==> src/rtl/legv8_pkg.sv <==
// Shared types, opcode constants and branch-offset helper for the LEGv8
// multicycle controller.
package legv8_pkg;

    // Widest supported address; offsets are built at this width and truncated.
    localparam int unsigned MAX_ADDR_W = 64;

    typedef enum logic [2:0] {
        StRst    = 3'd0,
        StFetch  = 3'd1,
        StDecode = 3'd2,
        StExec   = 3'd3,
        StMem    = 3'd4,
        StWb     = 3'd5,
        StHalt   = 3'd6
    } state_e;

    typedef enum logic [2:0] {
        ClsIllegal = 3'd0,
        ClsLdur    = 3'd1,
        ClsStur    = 3'd2,
        ClsRtype   = 3'd3,
        ClsCbz     = 3'd4,
        ClsB       = 3'd5
    } inst_cls_e;

    // Opcodes on inst[31:21], CBZ on inst[31:24], B on inst[31:26]
    localparam logic [10:0] OP_LDUR = 11'h7C2;
    localparam logic [10:0] OP_STUR = 11'h7C0;
    localparam logic [10:0] OP_ADD  = 11'h458;
    localparam logic [10:0] OP_SUB  = 11'h658;
    localparam logic [10:0] OP_AND  = 11'h450;
    localparam logic [10:0] OP_ORR  = 11'h550;
    localparam logic [7:0]  OP_CBZ8 = 8'hB4;
    localparam logic [5:0]  OP_B6   = 6'h05;

    localparam logic [1:0] ALUOP_MEM   = 2'b00;
    localparam logic [1:0] ALUOP_CBZ   = 2'b01;
    localparam logic [1:0] ALUOP_RTYPE = 2'b10;

    // Sign-extended byte offset: imm19 for CBZ, imm26 for B, both scaled by 4.
    function automatic logic [MAX_ADDR_W-1:0] branch_offset(input logic [31:0] inst,
                                                            input logic        is_cbz);
        logic [MAX_ADDR_W-1:0] off;
        off = '0;
        if (is_cbz) begin
            off = {{43{inst[23]}}, inst[23:5], 2'b00};
        end else begin
            off = {{36{inst[25]}}, inst[25:0], 2'b00};
        end
        return off;
    endfunction

endpackage

==> src/rtl/legv8_multicycle_ctrl_if.sv <==
// Instruction and data memory request/ready bus of the multicycle controller.
interface legv8_multicycle_ctrl_if #(
    parameter int unsigned ADDR_W = 64
);
    logic              imem_req;
    logic [ADDR_W-1:0] imem_addr;
    logic              imem_ready;
    logic [31:0]       imem_rdata;
    logic              dmem_req;
    logic              dmem_we;
    logic              dmem_ready;

    modport master (
        output imem_req,
        output imem_addr,
        input  imem_ready,
        input  imem_rdata,
        output dmem_req,
        output dmem_we,
        input  dmem_ready
    );

    modport slave (
        input  imem_req,
        input  imem_addr,
        output imem_ready,
        output imem_rdata,
        input  dmem_req,
        input  dmem_we,
        output dmem_ready
    );
endinterface

==> src/rtl/legv8_decode.sv <==
// Opcode classification and the per-state datapath control table.
module legv8_decode
    import legv8_pkg::*;
(
    input  logic [10:0] i_opcode,
    input  state_e      i_state,
    output inst_cls_e   o_cls,
    output logic        o_reg2loc,
    output logic        o_alusrc,
    output logic        o_memtoreg,
    output logic        o_regwrite,
    output logic [1:0]  o_aluop
);

    inst_cls_e w_cls;

    // Classify the latched opcode
    always_comb begin
        w_cls = ClsIllegal;
        if (i_opcode == OP_LDUR) begin
            w_cls = ClsLdur;
        end else if (i_opcode == OP_STUR) begin
            w_cls = ClsStur;
        end else if (i_opcode == OP_ADD || i_opcode == OP_SUB ||
                     i_opcode == OP_AND || i_opcode == OP_ORR) begin
            w_cls = ClsRtype;
        end else if (i_opcode[10:3] == OP_CBZ8) begin
            w_cls = ClsCbz;
        end else if (i_opcode[10:5] == OP_B6) begin
            w_cls = ClsB;
        end
    end

    assign o_cls = w_cls;

    // Control outputs from state and class; zero wherever not asserted
    always_comb begin
        o_reg2loc  = 1'b0;
        o_alusrc   = 1'b0;
        o_memtoreg = 1'b0;
        o_regwrite = 1'b0;
        o_aluop    = ALUOP_MEM;
        unique case (i_state)
            StExec: begin
                unique case (w_cls)
                    ClsRtype: o_aluop = ALUOP_RTYPE;
                    ClsLdur:  o_alusrc = 1'b1;
                    ClsStur: begin
                        o_alusrc  = 1'b1;
                        o_reg2loc = 1'b1;
                    end
                    ClsCbz: begin
                        o_reg2loc = 1'b1;
                        o_aluop   = ALUOP_CBZ;
                    end
                    default: ;
                endcase
            end
            // Store data register stays selected while the store is in flight
            StMem:   o_reg2loc = (w_cls == ClsStur);
            StWb: begin
                o_regwrite = 1'b1;
                o_memtoreg = (w_cls == ClsLdur);
            end
            default: ;
        endcase
    end

endmodule

==> src/rtl/legv8_multicycle_ctrl.sv <==
// LEGv8 multicycle fetch/decode/execute/memory/writeback sequencer with
// memory handshakes, PC-relative branches, illegal-opcode halt and a
// retired-instruction counter. Optional performance counters are enabled
// by defining CPU_PERF_CNT_EN.
module legv8_multicycle_ctrl
    import legv8_pkg::*;
#(
    parameter int unsigned       ADDR_W   = 64,
    parameter logic [ADDR_W-1:0] PC_RESET = '0,
    parameter int unsigned       CNT_W    = 32
) (
    input  logic                 Clock,
    input  logic                 Reset_n,
    legv8_multicycle_ctrl_if.master mem_bus,
    input  logic                 alu_zero,
    output logic [31:0]          inst_out,
    output logic [ADDR_W-1:0]    pc,
    output logic                 Reg2Loc,
    output logic                 ALUSrc,
    output logic                 MemtoReg,
    output logic                 RegWrite,
    output logic [1:0]           ALUOp,
    output logic [CNT_W-1:0]     retired,
    output logic                 halted
`ifdef CPU_PERF_CNT_EN
    ,
    output logic [CNT_W-1:0]     cycles,
    output logic [CNT_W-1:0]     stall_cycles
`endif
);

    state_e                r_state;
    state_e                w_state_next;
    logic [ADDR_W-1:0]     r_pc;
    logic [ADDR_W-1:0]     w_pc_next;
    logic [ADDR_W-1:0]     r_pc_inst;
    logic [ADDR_W-1:0]     w_pc_inst_next;
    logic [31:0]           r_inst;
    logic [31:0]           w_inst_next;
    logic [CNT_W-1:0]      r_retired;
    logic                  w_retire;
    inst_cls_e             w_cls;
    logic [MAX_ADDR_W-1:0] w_boff_full;
    logic [ADDR_W-1:0]     w_boff;

    legv8_decode u_decode (
        .i_opcode   (r_inst[31:21]),
        .i_state    (r_state),
        .o_cls      (w_cls),
        .o_reg2loc  (Reg2Loc),
        .o_alusrc   (ALUSrc),
        .o_memtoreg (MemtoReg),
        .o_regwrite (RegWrite),
        .o_aluop    (ALUOp)
    );

    assign w_boff_full = branch_offset(r_inst, w_cls == ClsCbz);
    assign w_boff      = w_boff_full[ADDR_W-1:0];

    // State register
    always_ff @(posedge Clock or negedge Reset_n) begin
        if (!Reset_n) begin
            r_state <= StRst;
        end else begin
            r_state <= w_state_next;
        end
    end

    // Next state, PC/IR updates, retire strobe and memory requests
    always_comb begin
        w_state_next     = r_state;
        w_pc_next        = r_pc;
        w_pc_inst_next   = r_pc_inst;
        w_inst_next      = r_inst;
        w_retire         = 1'b0;
        mem_bus.imem_req = 1'b0;
        mem_bus.dmem_req = 1'b0;
        mem_bus.dmem_we  = 1'b0;
        unique case (r_state)
            StRst: w_state_next = StFetch;
            StFetch: begin
                mem_bus.imem_req = 1'b1;
                if (mem_bus.imem_ready) begin
                    w_inst_next    = mem_bus.imem_rdata;
                    w_pc_inst_next = r_pc;
                    w_state_next   = StDecode;
                end
            end
            StDecode: begin
                w_pc_next = r_pc_inst + ADDR_W'(4);
                unique case (w_cls)
                    ClsLdur, ClsStur, ClsRtype, ClsCbz: w_state_next = StExec;
                    ClsB: begin
                        w_pc_next    = r_pc_inst + w_boff;
                        w_retire     = 1'b1;
                        w_state_next = StFetch;
                    end
                    default: w_state_next = StHalt;
                endcase
            end
            StExec: begin
                unique case (w_cls)
                    ClsRtype:         w_state_next = StWb;
                    ClsLdur, ClsStur: w_state_next = StMem;
                    ClsCbz: begin
                        if (alu_zero) begin
                            w_pc_next = r_pc_inst + w_boff;
                        end
                        w_retire     = 1'b1;
                        w_state_next = StFetch;
                    end
                    default: w_state_next = StHalt;
                endcase
            end
            StMem: begin
                mem_bus.dmem_req = 1'b1;
                mem_bus.dmem_we  = (w_cls == ClsStur);
                if (mem_bus.dmem_ready) begin
                    if (w_cls == ClsStur) begin
                        w_retire     = 1'b1;
                        w_state_next = StFetch;
                    end else begin
                        w_state_next = StWb;
                    end
                end
            end
            StWb: begin
                w_retire     = 1'b1;
                w_state_next = StFetch;
            end
            StHalt: w_state_next = StHalt;
            default: w_state_next = StRst;
        endcase
    end

    // Architectural registers: PC, fetched-instruction PC, IR, retire count
    always_ff @(posedge Clock or negedge Reset_n) begin
        if (!Reset_n) begin
            r_pc      <= PC_RESET;
            r_pc_inst <= PC_RESET;
            r_inst    <= '0;
            r_retired <= '0;
        end else begin
            r_pc      <= w_pc_next;
            r_pc_inst <= w_pc_inst_next;
            r_inst    <= w_inst_next;
            if (w_retire) begin
                r_retired <= r_retired + CNT_W'(1);
            end
        end
    end

    assign mem_bus.imem_addr = r_pc;
    assign inst_out          = r_inst;
    assign pc                = r_pc;
    assign retired           = r_retired;
    assign halted            = (r_state == StHalt);

`ifdef CPU_PERF_CNT_EN
    logic [CNT_W-1:0] r_cycles;
    logic [CNT_W-1:0] r_stall_cycles;

    // Active-cycle and memory-stall counters
    always_ff @(posedge Clock or negedge Reset_n) begin
        if (!Reset_n) begin
            r_cycles       <= '0;
            r_stall_cycles <= '0;
        end else begin
            if (r_state != StRst && r_state != StHalt) begin
                r_cycles <= r_cycles + CNT_W'(1);
            end
            if ((r_state == StFetch && !mem_bus.imem_ready) ||
                (r_state == StMem && !mem_bus.dmem_ready)) begin
                r_stall_cycles <= r_stall_cycles + CNT_W'(1);
            end
        end
    end

    assign cycles       = r_cycles;
    assign stall_cycles = r_stall_cycles;
`endif

endmodule

==> src/flat_wrapper.sv <==
// flat-port wrapper written by rule: the top's interface ports become plain ports
module legv8_multicycle_ctrl_flat import legv8_pkg::*;
#(
    parameter int unsigned       ADDR_W   = 64,
    parameter logic [ADDR_W-1:0] PC_RESET = '0,
    parameter int unsigned       CNT_W    = 32
)
  (Clock, Reset_n, alu_zero, inst_out, pc, Reg2Loc, ALUSrc, MemtoReg, RegWrite, ALUOp, retired, halted, mem_bus_imem_req, mem_bus_imem_addr, mem_bus_imem_ready, mem_bus_imem_rdata, mem_bus_dmem_req, mem_bus_dmem_we, mem_bus_dmem_ready);
  legv8_multicycle_ctrl_if #(.ADDR_W(ADDR_W)) mem_bus_i ();
  input  logic Clock;
  input  logic Reset_n;
  input  logic alu_zero;
  output logic [31:0] inst_out;
  output logic [ADDR_W-1:0] pc;
  output logic Reg2Loc;
  output logic ALUSrc;
  output logic MemtoReg;
  output logic RegWrite;
  output logic [1:0] ALUOp;
  output logic [CNT_W-1:0] retired;
  output logic halted;
  output wire logic [$bits(mem_bus_i.imem_req)-1:0] mem_bus_imem_req;
  output wire logic [$bits(mem_bus_i.imem_addr)-1:0] mem_bus_imem_addr;
  input wire logic [$bits(mem_bus_i.imem_ready)-1:0] mem_bus_imem_ready;
  input wire logic [$bits(mem_bus_i.imem_rdata)-1:0] mem_bus_imem_rdata;
  output wire logic [$bits(mem_bus_i.dmem_req)-1:0] mem_bus_dmem_req;
  output wire logic [$bits(mem_bus_i.dmem_we)-1:0] mem_bus_dmem_we;
  input wire logic [$bits(mem_bus_i.dmem_ready)-1:0] mem_bus_dmem_ready;
  assign mem_bus_imem_req = mem_bus_i.imem_req;
  assign mem_bus_imem_addr = mem_bus_i.imem_addr;
  assign mem_bus_i.imem_ready = mem_bus_imem_ready;
  assign mem_bus_i.imem_rdata = mem_bus_imem_rdata;
  assign mem_bus_dmem_req = mem_bus_i.dmem_req;
  assign mem_bus_dmem_we = mem_bus_i.dmem_we;
  assign mem_bus_i.dmem_ready = mem_bus_dmem_ready;
  legv8_multicycle_ctrl #(.ADDR_W(ADDR_W), .PC_RESET(PC_RESET), .CNT_W(CNT_W)) u_core (.Clock(Clock), .Reset_n(Reset_n), .mem_bus(mem_bus_i), .alu_zero(alu_zero), .inst_out(inst_out), .pc(pc), .Reg2Loc(Reg2Loc), .ALUSrc(ALUSrc), .MemtoReg(MemtoReg), .RegWrite(RegWrite), .ALUOp(ALUOp), .retired(retired), .halted(halted));
endmodule
==> config.mk <==
export PLATFORM = sky130hd
export DESIGN_NAME = legv8_multicycle_ctrl_flat
export DESIGN_NICKNAME = d
export VERILOG_FILES = /design/src/rtl/legv8_pkg.sv /design/src/rtl/legv8_multicycle_ctrl_if.sv /design/src/rtl/legv8_decode.sv /design/src/rtl/legv8_multicycle_ctrl.sv /design/src/flat_wrapper.sv
export SDC_FILE = /design/constraint.sdc
export NUM_CORES = 1
export LEC_CHECK = 0
export CAP_MARGIN = 20
export CORE_ASPECT_RATIO = 1.2
export CORE_MARGIN = 10
export CORE_UTILIZATION = 40
export DETAILED_ROUTE_END_ITERATION = 7
export SYNTH_ARGS = -nofsm -noshare
export SYNTH_HDL_FRONTEND = slang
export SYNTH_SLANG_ARGS = --single-unit
==> constraint.sdc <==
create_clock -name Clock -period 11.5 [get_ports Clock]
set_input_delay 3.45 -clock Clock [delete_from_list [all_inputs] [get_ports Clock]]
set_output_delay 3.45 -clock Clock [all_outputs]
set_load 0.005 [all_outputs]
# == Yosys cells after proc, flatten, opt, wreduce, memory -nomap -nowiden ==
# Index checks and enable logic that the tools add are counted.
# W data, S select, Z words.
# op_classes
n_addsub,3
n_eq_ne,23
n_mux,32
reduce_logical,12
# ops
op,n
$mux W64,4
$pmux W64 S2,1
$eq A11 B11 Y1 const B,6
$add A64 B3 Y64 const B,1
$add A64 B64 Y64,1
$add A32 B1 Y32 const B,1
$mux W3,8
$pmux W3 S6,1
$eq A3 B3 Y1 const B,5
$eq A3 B2 Y1 const B,4
$mux W1,12
$pmux W3 S3,1
$eq A8 B8 Y1 const B,1
$eq A3 B1 Y1 const B,2
$eq A6 B3 Y1 const B,1
$ne A2 B2 Y1 const B,3
$pmux W3 S2,1
$reduce_or A2 Y1,3
$pmux W1 S4,1
$pmux W2 S2,1
$reduce_and A2 Y1,2
$reduce_or A4 Y1,1
$logic_not A3 Y1,1
$logic_or A1 B1 Y1,3
other kinds (5),5
# word_totals
regBits,195
in_bits,37
out_inout_bits,202
word_cells,75

# == Longest topological paths before layout ==
# depth
ltp_word,13
mapped_depth,21

# == By module ==
# A second synthesis with hierarchy kept.
# hier_totals
hier_cells,1577
area_unflattened_um2,13750.7
# by_module_without_submodules
module,instances,cells_each,area_per_inst_um2
legv8_multicycle_ctrl,1,1550,13579.3
legv8_decode,1,27,171.4

# == Least setup slack after synthesis ==
# No wires, ideal clock.
# synth_timing
kind,in2reg
from,in mem_bus_dmem_ready
to,"reg u_core.r_retired[24], in the netlist u_core.retired[24]"
setup_ns,0.079
t_arrival_ns,4.816
required_ns,11.421
slack_ns,6.605
cell_stages,7
cell_sequence,a21oi_1 o32ai_1 nand2_1 or4b_1 buf_2 nor2_1 xor2_1
# synth_between
elab_chain_len,2
# synth_lines
element,line,text
start: declaration,flat_wrapper.sv:28,input wire logic [$bits(mem_bus_i.dmem_ready)-1:0] mem_bus_dmem_ready;
$mux W1,legv8_multicycle_ctrl.sv:118,if (mem_bus.dmem_ready) begin
$pmux W1 S4,legv8_multicycle_ctrl.sv:79,unique case (r_state)
end signal: assignment,legv8_multicycle_ctrl.sv:148,r_retired <= r_retired + CNT_W'(1);
end: declaration,legv8_multicycle_ctrl.sv:40,logic [CNT_W-1:0] r_retired;
# No other way between the ends.
# A chain may end at the register's enable or synchronous reset.

# == Final worst setup path ==
# layout_timing
from,"reg u_core.r_inst[29], in the netlist u_core.inst_out[29]"
to,out Reg2Loc
# layout_between
elab_chain_len,11
word_cells_on_any_way,21
# layout_lines
element,line,text
start: declaration,legv8_multicycle_ctrl.sv:38,logic [31:0] r_inst;
start signal: assignment,legv8_multicycle_ctrl.sv:146,r_inst <= w_inst_next;
$eq A11 B11 Y1,legv8_decode.sv:24,end else if (i_opcode == OP_ADD || i_opcode == OP_SUB ||
$logic_or A1 B1 Y1 (2 in series),legv8_decode.sv:24,
$logic_or A1 B1 Y1,legv8_decode.sv:25,i_opcode == OP_AND || i_opcode == OP_ORR) begin
$mux W3,legv8_decode.sv:24,
$mux W3,legv8_decode.sv:22,end else if (i_opcode == OP_STUR) begin
$mux W3 *,legv8_decode.sv:20,if (i_opcode == OP_LDUR) begin
$eq A3 B2 Y1 or $eq A3 B3 Y1 (tied branches),"legv8_decode.sv:45, legv8_decode.sv:60",
$reduce_or A2 Y1 (no line),n/a,
$mux W1,legv8_decode.sv:45,unique case (w_cls)
$pmux W1 S2 *,legv8_decode.sv:43,unique case (i_state)
end: declaration,flat_wrapper.sv:15,output logic Reg2Loc;
# Every way passes the cells marked *; elsewhere a longest branch is shown, timed or not.

==> metrics <==
worst rel slew slack 40.41%; Synth top cells by count 224 x nand2_1, 195 x dfrtp_1, 122 x a21oi_1; dominant cell type by area after synthesis dfrtp_1; post-DR wirelength/cell 18.61 um; Setup Skew 0.01340 ns; vias per inst 5.442; Seq/Total Area, Yosys 35.93%; first-pass GRT wire length 64940 um; Final WS setup 5.215 ns; Die X-Extent 188.2 um; Final Max Tran Viols 0; Max stage delay on crit path 0.51 ns; number of setup buffers added after CTS 0; final setup vio count 0; final hold vios 0; total number of vias 11.76k; RD Place Congestion 0.9296; Worst Tran Pin Value 0.8938 ns; layout cells sized above 1 9.001%; flops & latches, synth 195; PD cells 328.8 nW/um2; Syn. warnings 0; syn nets 1664; outcome finished clean; HP Class flop to flop; most common cell in the netlist nand2_1; FFs w/ async S/R, synth 100.0%; Final ANT Viol Nets 0; Tcrit/Tclk final 54.65%; Post-synth EDFFs 0; H-tree levels 4; CTS tree done; crit path cell chain nor3b_1 -> and2_1 -> nand2_1 -> nor2_1 -> o22a_1 -> clkdlybuf4s50_1; Cell Rows 73; antenna cells 0; final core utilization 49.55%; pin count of the biggest net entering global routing 84; All-Layer GR Usage 18.88%; max cap viols 0; Post-CTS Hold Buffers 0; syn avg cell area 8.694 um2; IR drop worst, VDD 158.7 uV; CP Launch Type flop; number of global-route vias before repair 12.03k; placed cell areas 15880 um2; Synth Instances 1562; WP data arrival 2.84 ns; die area 41750 um2; initial antenna violation count 0; Synth Cell Area 13580 um2; core area 33340 um2; Syn-to-layout area delta 21.63%; Vert. Die Dim 221.8 um; clock slew at reported path FFs 0.08 ns; RSZ-0062 raised after global routing false; Ports 239; Initial Util 40.74%; DP HPWL 29880 um; First DRT Iteration DRCs 689; WS Path Type flop to primary output; Routed WL 40220 um; Detailed Routing Iterations Pass 1 5; worst skew pair latency 0.46 ns; Max FO, Critical Path 25; Clock Path Buffers 2; drt drc 0; total power 0.005431 W; CTS Buf Count 17; Synth top area share 35.93%; max frequency 159.1 MHz; Post-layout nets 1800; synth top area cells dfrtp_1 36%, mux2_2 7.7%, nand2_1 6.2%; P_leak 7.055 nW; number of port buffers 238; Finished Cell Area 16520 um2; unique cell type count in the Yosys netlist 66; Place WS 5.597 ns; min Tclk post-route 6.285 ns; post-cts sizing count 0; Sum Neg Setup Slack 0 ns; GR Overflow Total 0; Crit-path slowest cell clkdlybuf4s50_1; clk sinks 195; WP data required 8.05 ns; Crit. End Element primary output; Root Buffer clkbuf_16; Top FF cell, synth dfrtp_1
[cells by family after synthesis]
| group | synth area share [%] |
|---|---|
| AND/OR/NAND/NOR | 18.50 |
| multiplexers | 7.785 |
| AO/OA/AOI/OAI | 16.63 |
| buffers and inverters | 6.274 |
| XOR/XNOR | 8.835 |
| flip-flops | 35.93 |
| adder cells (fa/ha/maj) | 6.044 |
[where the power goes]
| group | switching [W] | internal [W] |
|---|---|---|
| sequential | 0.000387 | 0.000962 |
| clock | 0.000324 | 0.000336 |
| combinational | 0.00183 | 0.00160 |
| total | 0.00254 | 0.00289 |
[routing by layer]
metal	up-vias	track usage, %	share of wire, %
li1	5749	-	-
met1	5626	23.15	43
met2	337	31.11	47
met3	48	5.727	7.9
met4	0	5.717	2.0
met5	-	0	0
[cell type report]
cell class / instances / area (um2)
inverters: 33 / 123.9
flip-flops and latches: 195 / 4880
multi-input cells: 1205 / 7870
clock buffers: 17 / 425.4
fillers: 3174 / 16820
repair buffers: 246 / 2446
well taps: 450 / 563.0
clock inverters: 15 / 210.2
[cell usage in the layout (no fill, tap or decap), types with 9 or more instances in the layout]
cell type and instances:
a21oi_1 121, clkbuf_16 17, o21ai_0 110, nor3_1 27, nand4_1 34, o21a_1 9
nand2_1 223, nand3_1 51, inv_1 33, a211oi_1 11, ha_1 64, xnor2_1 72
o21bai_1 9, a21o_1 38, nand2b_1 12, clkdlybuf4s50_1 237, nor2_1 104, xor2_1 65
and2_1 14, mux2_2 93, dfrtp_1 195, and3_1 28, a31oi_1 11
[sequential cells by signal, summed over array words and instances (netlist names)]
register,flops
u_core.mem_bus.imem_addr,64
u_core.r_pc_inst,64
u_core.inst_out,32
u_core.r_state,3
u_core.retired,32
[critical path, delay by kind of cell (launching register included)]
family | cells | cell delay [ns]
AO/OA/AOI/OAI | 1 | 0.18
flip-flops | 1 | 0.45
AND/OR/NAND/NOR | 4 | 1.24
buffers and inverters | 1 | 0.51
[worst paths after layout]
kind | start | endpoint | slack, ns | depth (start not counted)
setup / recovery | u_core.inst_out[29] | Reg2Loc | 5.21 | 6
hold / removal | u_core.r_pc_inst[0] | u_core.mem_bus.imem_addr[0] | 0.47 | 2
setup reg to reg | u_core.inst_out[29] | u_core.mem_bus.imem_addr[59] | 6.02 | 17
hold reg to reg | u_core.r_pc_inst[0] | u_core.mem_bus.imem_addr[0] | 0.47 | 2
max in group asynchronous | Reset_n | u_core.r_pc_inst[53] | 7.18 | 2
min in group asynchronous | Reset_n | u_core.inst_out[19] | 2.95 | 1
[stage by stage]
| step | instances | hold WS (ns) |
|---|---|---|
| floorplan | 1562 | 0.4348 |
| global placement | 2129 | 0.4474 |
| detailed placement | 2129 | 0.4581 |
| CTS | 2161 | 0.4759 |
| global route | 2161 | 0.5053 |
| finish | 2161 | 0.4709 |
Note: power is estimated with default switching activity, not from simulation.
